## src/rtl/sprite_sched_pkg.sv

```systemverilog
// rtl/sprite_sched_pkg.sv - shared constants and FSM encoding for the sprite scheduler
package sprite_sched_pkg;

    localparam int SLOT_CYCLES = 4;
    localparam int POS_W       = 8;
    localparam int MAX_SPRITES = 8;

    typedef enum logic [1:0] {
        SCHED_IDLE = 2'd0,
        SCHED_SLOT = 2'd1,
        SCHED_DONE = 2'd2
    } sched_state_e;

endpackage

```

## src/rtl/sprite_pos_slot.sv

```systemverilog
// rtl/sprite_pos_slot.sv - one sprite's position registers and beam comparators (SPRITE_SCHED_SHADOW_EN adds shadow copies)
module sprite_pos_slot
    import sprite_sched_pkg::*;
(
    input  logic             clk_i,
    input  logic             rst_ni,
    input  logic [8:0]       hpos_i,
    input  logic [8:0]       vpos_i,
`ifdef SPRITE_SCHED_SHADOW_EN
    input  logic             vsync_rise_i,
`endif
    input  logic             wr_sel_i,
    input  logic [POS_W-1:0] wr_x_i,
    input  logic [POS_W-1:0] wr_y_i,
    input  logic             wr_vis_i,
    output logic             vstart_o,
    output logic             hstart_o
);

    logic [POS_W-1:0] x_q, x_d;
    logic [POS_W-1:0] y_q, y_d;
    logic             vis_q, vis_d;
    logic             vstart_q, hstart_q;

`ifdef SPRITE_SCHED_SHADOW_EN
    logic [POS_W-1:0] sx_q, sy_q;
    logic             svis_q;

    // Shadow registers take every write; the active copy only moves at frame start
    always_ff @(posedge clk_i or negedge rst_ni) begin
        if (!rst_ni) begin
            sx_q   <= '0;
            sy_q   <= '0;
            svis_q <= 1'b0;
        end else if (wr_sel_i) begin
            sx_q   <= wr_x_i;
            sy_q   <= wr_y_i;
            svis_q <= wr_vis_i;
        end
    end

    // Active registers reload from the pre-write shadow on the vsync edge
    always_comb begin
        x_d   = x_q;
        y_d   = y_q;
        vis_d = vis_q;
        if (vsync_rise_i) begin
            x_d   = sx_q;
            y_d   = sy_q;
            vis_d = svis_q;
        end
    end
`else
    // Writes land directly in the active registers
    always_comb begin
        x_d   = x_q;
        y_d   = y_q;
        vis_d = vis_q;
        if (wr_sel_i) begin
            x_d   = wr_x_i;
            y_d   = wr_y_i;
            vis_d = wr_vis_i;
        end
    end
`endif

    // Active position state plus registered top-edge and left-edge strobes
    always_ff @(posedge clk_i or negedge rst_ni) begin
        if (!rst_ni) begin
            x_q      <= '0;
            y_q      <= '0;
            vis_q    <= 1'b0;
            vstart_q <= 1'b0;
            hstart_q <= 1'b0;
        end else begin
            x_q      <= x_d;
            y_q      <= y_d;
            vis_q    <= vis_d;
            vstart_q <= vis_q && ({1'b0, y_q} == vpos_i) && (hpos_i == 9'd0);
            hstart_q <= ({1'b0, x_q} == hpos_i);
        end
    end

    assign vstart_o = vstart_q;
    assign hstart_o = hstart_q;

endmodule

```

## src/rtl/sprite_scheduler.sv

```systemverilog
// rtl/sprite_scheduler.sv - sprite position store, strobe generation and hsync ROM time-sharing (SPRITE_SCHED_SHADOW_EN selects shadowed writes)
module sprite_scheduler
    import sprite_sched_pkg::*;
#(
    parameter int NSPRITES = 4
) (
    input  logic                  clk,
    input  logic                  reset,
    input  logic [8:0]            hpos,
    input  logic [8:0]            vpos,
    input  logic                  hsync,
    input  logic                  vsync,
    input  logic                  wr_en,
    input  logic [2:0]            wr_idx,
    input  logic [POS_W-1:0]      wr_x,
    input  logic [POS_W-1:0]      wr_y,
    input  logic                  wr_vis,
    output logic [NSPRITES-1:0]   vstart,
    output logic [NSPRITES-1:0]   hstart,
    output logic [NSPRITES-1:0]   load,
    input  logic [4*NSPRITES-1:0] rr_addr,
    output logic [3:0]            rom_addr,
    output logic [2:0]            rom_sel
);

    localparam logic [2:0] LAST_GRANT = 3'(NSPRITES - 1);
    localparam logic [1:0] LAST_CYC   = 2'(SLOT_CYCLES - 1);

    sched_state_e          state_q;
    logic [1:0]            cyc_q;
    logic [2:0]            grant_q;
    logic [NSPRITES-1:0]   load_q;
    logic [NSPRITES-1:0]   next_load;
    logic                  hsync_q;
    logic                  hsync_rise;

    assign hsync_rise = hsync && !hsync_q;

`ifdef SPRITE_SCHED_SHADOW_EN
    logic vsync_q;
    logic vsync_rise;

    // Previous vsync for frame-start detection
    always_ff @(posedge clk or negedge reset) begin
        if (!reset) begin
            vsync_q <= 1'b0;
        end else begin
            vsync_q <= vsync;
        end
    end

    assign vsync_rise = vsync && !vsync_q;
`else
    logic unused_vsync;
    assign unused_vsync = vsync;
`endif

    for (genvar k = 0; k < NSPRITES; k++) begin : g_slot
        logic wr_sel;
        assign wr_sel = wr_en && (wr_idx == 3'(k));

        sprite_pos_slot u_slot (
            .clk_i        (clk),
            .rst_ni       (reset),
            .hpos_i       (hpos),
            .vpos_i       (vpos),
`ifdef SPRITE_SCHED_SHADOW_EN
            .vsync_rise_i (vsync_rise),
`endif
            .wr_sel_i     (wr_sel),
            .wr_x_i       (wr_x),
            .wr_y_i       (wr_y),
            .wr_vis_i     (wr_vis),
            .vstart_o     (vstart[k]),
            .hstart_o     (hstart[k])
        );
    end

    // One-hot load for the renderer that owns the next slot
    always_comb begin
        next_load = '0;
        for (int k = 0; k < NSPRITES; k++) begin
            if (3'(k) == grant_q + 3'd1) begin
                next_load[k] = 1'b1;
            end
        end
    end

    // ROM sequencer: one pass of 4-cycle slots per hsync pulse, load pulse on each slot's first cycle
    always_ff @(posedge clk or negedge reset) begin
        if (!reset) begin
            state_q <= SCHED_IDLE;
            cyc_q   <= 2'd0;
            grant_q <= 3'd0;
            load_q  <= '0;
            hsync_q <= 1'b0;
        end else begin
            hsync_q <= hsync;
            load_q  <= '0;
            case (state_q)
                SCHED_IDLE: begin
                    if (hsync_rise) begin
                        state_q <= SCHED_SLOT;
                        cyc_q   <= 2'd0;
                        grant_q <= 3'd0;
                        load_q  <= NSPRITES'(1);
                    end
                end
                SCHED_SLOT: begin
                    cyc_q <= cyc_q + 2'd1;
                    if (cyc_q == LAST_CYC) begin
                        if (grant_q == LAST_GRANT) begin
                            state_q <= SCHED_DONE;
                        end else begin
                            grant_q <= grant_q + 3'd1;
                            load_q  <= next_load;
                        end
                    end
                end
                SCHED_DONE: begin
                    if (!hsync) begin
                        state_q <= SCHED_IDLE;
                    end
                end
                default: state_q <= SCHED_IDLE;
            endcase
        end
    end

    // Shared ROM address follows whichever renderer holds the grant
    always_comb begin
        rom_addr = 4'd0;
        for (int k = 0; k < NSPRITES; k++) begin
            if (grant_q == 3'(k)) begin
                rom_addr = rr_addr[4*k +: 4];
            end
        end
    end

    assign rom_sel = grant_q;
    assign load    = load_q;

endmodule

```

## config.mk

```make
export PLATFORM = sky130hd
export DESIGN_NAME = sprite_scheduler
export DESIGN_NICKNAME = d
export VERILOG_FILES = /design/src/rtl/sprite_sched_pkg.sv /design/src/rtl/sprite_pos_slot.sv /design/src/rtl/sprite_scheduler.sv
export SDC_FILE = /design/constraint.sdc
export NUM_CORES = 1
export LEC_CHECK = 0
export ABC_CLOCK_PERIOD_IN_PS = 1700
export CAP_MARGIN = 5
export CORE_MARGIN = 4
export CORE_UTILIZATION = 30
export DETAILED_ROUTE_END_ITERATION = 8
export GPL_TIMING_DRIVEN = 0
export SYNTH_ARGS = -nofsm -noshare
export SYNTH_HDL_FRONTEND = slang
export SYNTH_SLANG_ARGS = --single-unit
```

## constraint.sdc

```tcl
create_clock -name clk -period 1.7 [get_ports clk]
set_input_delay 0.34 -clock clk [delete_from_list [all_inputs] [get_ports clk]]
set_output_delay 0.34 -clock clk [all_outputs]
set_load 0.05 [all_outputs]
```

Word-level counts from Yosys, hierarchy flattened
Index checks and enable logic that the tools add are counted.

Add/subtract/negate cells: 2. Equal/unequal tests: 25. Muxes and demuxes: 23. Reduce and logical (&&, ||, !) cells: 23.

Operator list (count): $eq A8 B9 Y1 (8); $mux W4 (6); $logic_and A1 B1 Y1 (13); $eq A3 B2 Y1 const B (4); $mux W2 (5); $ne A2 B2 Y1 const B (5); $logic_not A3 Y1 (3); $logic_not A9 Y1 (1); $mux W3 (3); $pmux W4 S2 (1); $reduce_and A4 Y1 (2); $eq A2 B3 Y1 const A (2); $eq A3 B1 Y1 const B (2); $pmux W2 S3 (1); $pmux W3 S2 (1); $mux W1 (5); $eq A2 B2 Y1 const B (2); $pmux W2 S2 (1); $add A3 B1 Y3 const B (1); $eq A1 B3 Y1 const A (1); $add A2 B1 Y2 const B (1); $eq A2 B1 Y1 const B (1); $logic_not A2 Y1 (1); $reduce_and A2 Y1 (1); 2 further kinds (2).

Register bits after elaboration: 88. Bits of input ports: 59. Output and inout bits: 19. Logic and storage cells: 98.

Longest topological paths before layout
Word-level depth: 6. Mapped depth: 6. Mapped depth without buffers: 5.

Hierarchy
A second synthesis with hierarchy kept.

Cell total of the unflattened synthesis: 327. Area, all modules: 4359.2 µm².

By module, submodules not included: sprite_pos_slot (times used 4, cells an instance 64, area each 907.1 µm², sequential area each 475.5 µm²); sprite_scheduler (times used 1, cells an instance 71, area each 730.7 µm², sequential area each 300.3 µm²).

Worst setup path after synthesis
No wires, ideal clock.

Path type: register to output. Start: register grant_q[0], in the netlist rom_sel[0]. End: output port rom_addr[2]. Arrival time: 1843 ps. Required time: 1360 ps. Path slack: -483 ps. Cell stages (with the launch flop): 5. Path buffers: 0. Cell sequence: dfrtp_1 -> ha_1 -> ha_1 -> nor2_1 -> a32o_1.

Cells in the longest elaborated chain, start to end: 5. Elaborated cells between the ends (all ways): 8. Classes of those cells: 3 x eq/ne; 4 x mux; 1 x reduce/logical.

RTL lines: from (decl) (line sprite_scheduler.sv:31) `logic [2:0] grant_q;`; from (signal assigned) (line sprite_scheduler.sv:115) `grant_q <= grant_q + 3'd1;`; $logic_not A3 Y1 (line sprite_scheduler.sv:134) `if (grant_q == 3'(k)) begin`; $mux W4 (3 in a row) (line sprite_scheduler.sv:134); $mux W4 (*) (line sprite_scheduler.sv:134); to (decl) (line sprite_scheduler.sv:22) `output logic [3:0] rom_addr,`.

Every way passes the cells marked *; elsewhere a longest branch is shown, timed or not.

Worst setup path in the final report
Start: register grant_q[1], in the netlist rom_sel[1]. End: output port rom_addr[3].

The elaborated chain is that of the path after synthesis.

==> reports/metrics.cfg <==
[worst_setup_path]
crit_arrival_ns = 1.70
crit_required_ns = 1.36
start_kind = flop
critical_path_peak_fanout = 6
crit_path_end_kind = primary output
r2r_slack_ns = 0.11
path_class = reg2out

[timing]
rsz0062_at_grt = yes
slew_violations = 0
slew-limit-headroom = 0.659
hold_viol_final = 0
layout_min_cycle_time_ns = 2.04
max_freq_mhz = 490
tightest_slew_ns = 0.513
fin_crit_sh = 1.20
tns_ns = -1.34
setup_viol = 4
setup_ws_ns = -0.339
skew_ns = 0.00886

[clock_tree]
clk_pin_slew_ns = 0.06
htree_levels = 3
clock_latency_ns = 0.34
cts_tree = yes
root_buffer = clkbuf_16
clockBufferDepth = 2
cts_buffers = 9
clock_sinks = 88

[power]
ir_drop_uv = 1170
power_density_nw_per_um2 = 1340
power_mw = 7.59
leakagePower_nw = 2.36

[layout]
nFillCells = 1367
antenna_cells = 0
final_core_util = 0.404
area.growth.synth_to_final_pct = 30.5
nets = 487
stdcell_count = 606
drive_above_1_share = 0.319

[global_route]
antenna_found_initial = 0
overflow = 0
grt_pass1_wl_um = 15800
grt_max_degree = 58
grt_use_total = 0.123
grt_pass1_vias = 3131

[run_status]
violations = negative setup slack
status = complete, but fails checks

[route]
ant_nets = 0
wl_per_cell_um = 15.8
drt_wl_total_um = 9560
dr.pass1.iters = 4
top_layer = met4
drt-met1-wl_um = 4150
dr_wl_met3_um = 439
drt_iter0_drc = 99
wl_met2_um = 4820
route.vias.total = 2826
drt-vias-per-instance = 4.66
drcViolationCount = 0

[synthesis]
yosys_register_bits = 88
synthesis.nets = 408
synthesis.area_per_instance_um2 = 12.6
synth_area_um2 = 4330
yosys_warnings = 0
syn-instance-count = 342
yosysSeqAreaShare = 0.509
synthDistinctLibCells = 31

[floorplanning]
dieWidth_um = 128
io_pins = 78
rows = 43
dieArea_um2 = 16400
die_h_um = 128
start_util = 0.309
core_um2 = 14000

[place]
io_buffers = 60
dp.cells = 583
dpl.hpwl_um = 7030
globalplace.congestion = 0.755

[hold_path]
worstHoldPathType = in2reg

[flow_run]
drv_cap = 0

-- final timing paths --
kind,from,endpoint,cells past startpoint
worst max-delay path,rom_sel[1]$_DFFE_PN0P_,rom_addr[3],6
max in group asynchronous,reset,state_q[1]$_DFFE_PN0P_,3
min in group asynchronous,reset,g_slot[2].u_slot.y_q[3]$_DFFE_PN0P_,2
worst min-delay path,vpos[2],g_slot[2].u_slot.vstart_o$_DFF_PN0_,4
worst min register to register,g_slot[2].u_slot.vis_q$_DFFE_PN0P_,g_slot[2].u_slot.vstart_o$_DFF_PN0_,2
worst max register to register,rom_sel[0]$_DFFE_PN0P_,rom_sel[2]$_DFFE_PN0P_,5
-- what timing repair did --
item                                    4_1_cts  5_1_grt
endpoints found under the setup margin       36       32
pin swaps                                     7        4
hold buffers                                  1        0
gates resized for setup                      62        7
setup buffers                                 5        2
hold endpoints to repair                     31        0
-- logic make-up after synthesis --
family | share of synthesized area
and+or+nand+nor | 0.0871
muxes | 0.177
adders and majority gates | 0.0202
xor gates and xnor gates | 0.130
AOI/OAI and AO/OA | 0.0315
DFF | 0.509
buffers and inverters | 0.0454
-- worst max-delay path: stages (launching register included) --
cell and delay, ns:
dfrtp_2 0.46, inv_4 0.10, ha_4 0.19, buf_6 0.13, o21ai_2 0.06, a32o_2 0.27
buf_8 0.15
-- cells in the final DEF, fill, tap and decap left out, types with 2 or more instances in the layout --
master | synthesis | final
a21oi_1 | 7 | 4
o21ai_0 | 7 | 3
buf_6 | 4 | 7
nand2b_1 | 4 | 4
nor2_1 | 3 | 2
buf_4 | 9 | 16
buf_1 | 2 | 2
clkbuf_1 | 15 | 15
dlymetal6s2s_1 | 0 | 4
clkinv_2 | 0 | 2
mux2_2 | 67 | 67
xnor2_1 | 60 | 60
dlygate4sd2_1 | 0 | 15
nand3_1 | 11 | 11
nand2_1 | 9 | 9
inv_1 | 4 | 2
xor2_1 | 4 | 4
dfrtp_1 | 88 | 85
clkdlybuf4s50_1 | 0 | 36
buf_8 | 0 | 2
ha_1 | 7 | 2
and3_1 | 3 | 3
a21oi_2 | 0 | 3
nand3b_1 | 2 | 2
nor2b_1 | 2 | 2
and4bb_2 | 3 | 3
clkbuf_16 | 0 | 9
o21ai_2 | 0 | 3
ha_4 | 0 | 4
nand4_1 | 8 | 8
a32o_2 | 0 | 4
dfrtp_2 | 0 | 3
nor4_1 | 10 | 10
-- cell usage after synthesis (all sizes together) --
master	count	area share
dfrtp	88	0.51
mux2	68	0.18
xnor2	60	0.12
buf	16	0.029
clkbuf	15	0.013
nand3	11	0.013
nor4	10	0.014
nand2	9	0.0078
nand4	8	0.012
a21oi	7	0.0081
ha	7	0.020
o21ai	7	0.0081
a32o	5	0.012
inv	4	0.0035
nand2b	4	0.0058
xor2	4	0.0081
and3	3	0.0043
and4bb	3	0.0087
nor2	3	0.0026
nand3b	2	0.0035
nor2b	2	0.0029
a21o	1	0.0017
nand4b	1	0.0035
nor3b	1	0.0017
nor4b	1	0.0055
o32ai	1	0.0020
or3b	1	0.0020
-- sequential cells by signal, summed over array words and instances (netlist names) --
name and cells:
g_slot.u_slot.x_q 32, g_slot.u_slot.y_q 32, g_slot.u_slot.hstart_o 4, g_slot.u_slot.vis_q 4
g_slot.u_slot.vstart_o 4, load 4, rom_sel 3, cyc_q 2
state_q 2, hsync_q 1
-- final cells by class --
cell class,instances,area [µm²],share of cell area
sequential,88,2210,0.391
multi-input combinational,219,2020,0.358
clock buffer,11,243,0.0430
timing repair buffer,69,696,0.123
buffer,30,180,0.0319
inverter,4,17.5,0.00310
tap,180,225,0.0399
clock inverter,5,56.3,0.00997
-- per-layer routing --
layer | global-route usage | vias to the layer above
li1 | - | 1338
met1 | 0.152 | 1413
met3 | 0.0217 | 10
met2 | 0.211 | 65
met5 | 0 | -
met4 | 0.0493 | 0
-- power by group --
group | internal (mW) | switching [mW] | leakage, nW | total, mW
clock | 1.18 | 0.791 | 0.145 | 1.97
combinational | 1.35 | 1.37 | 1.13 | 2.72
sequential | 2.55 | 0.345 | 1.08 | 2.90
total | 5.08 | 2.50 | 2.36 | 7.59
-- metrics by stage --
step,area (µm²),setup WS [ns],hold WS (ns)
global route,5650,-0.405,0.478
floorplan,4360,-0.103,0.0444
finish,5650,-0.339,0.453
CTS,5610,-0.344,0.450
global placement,5180,-3.23,0.481
detailed placement,5210,-0.742,0.319
(Power assumes the default switching activity.)
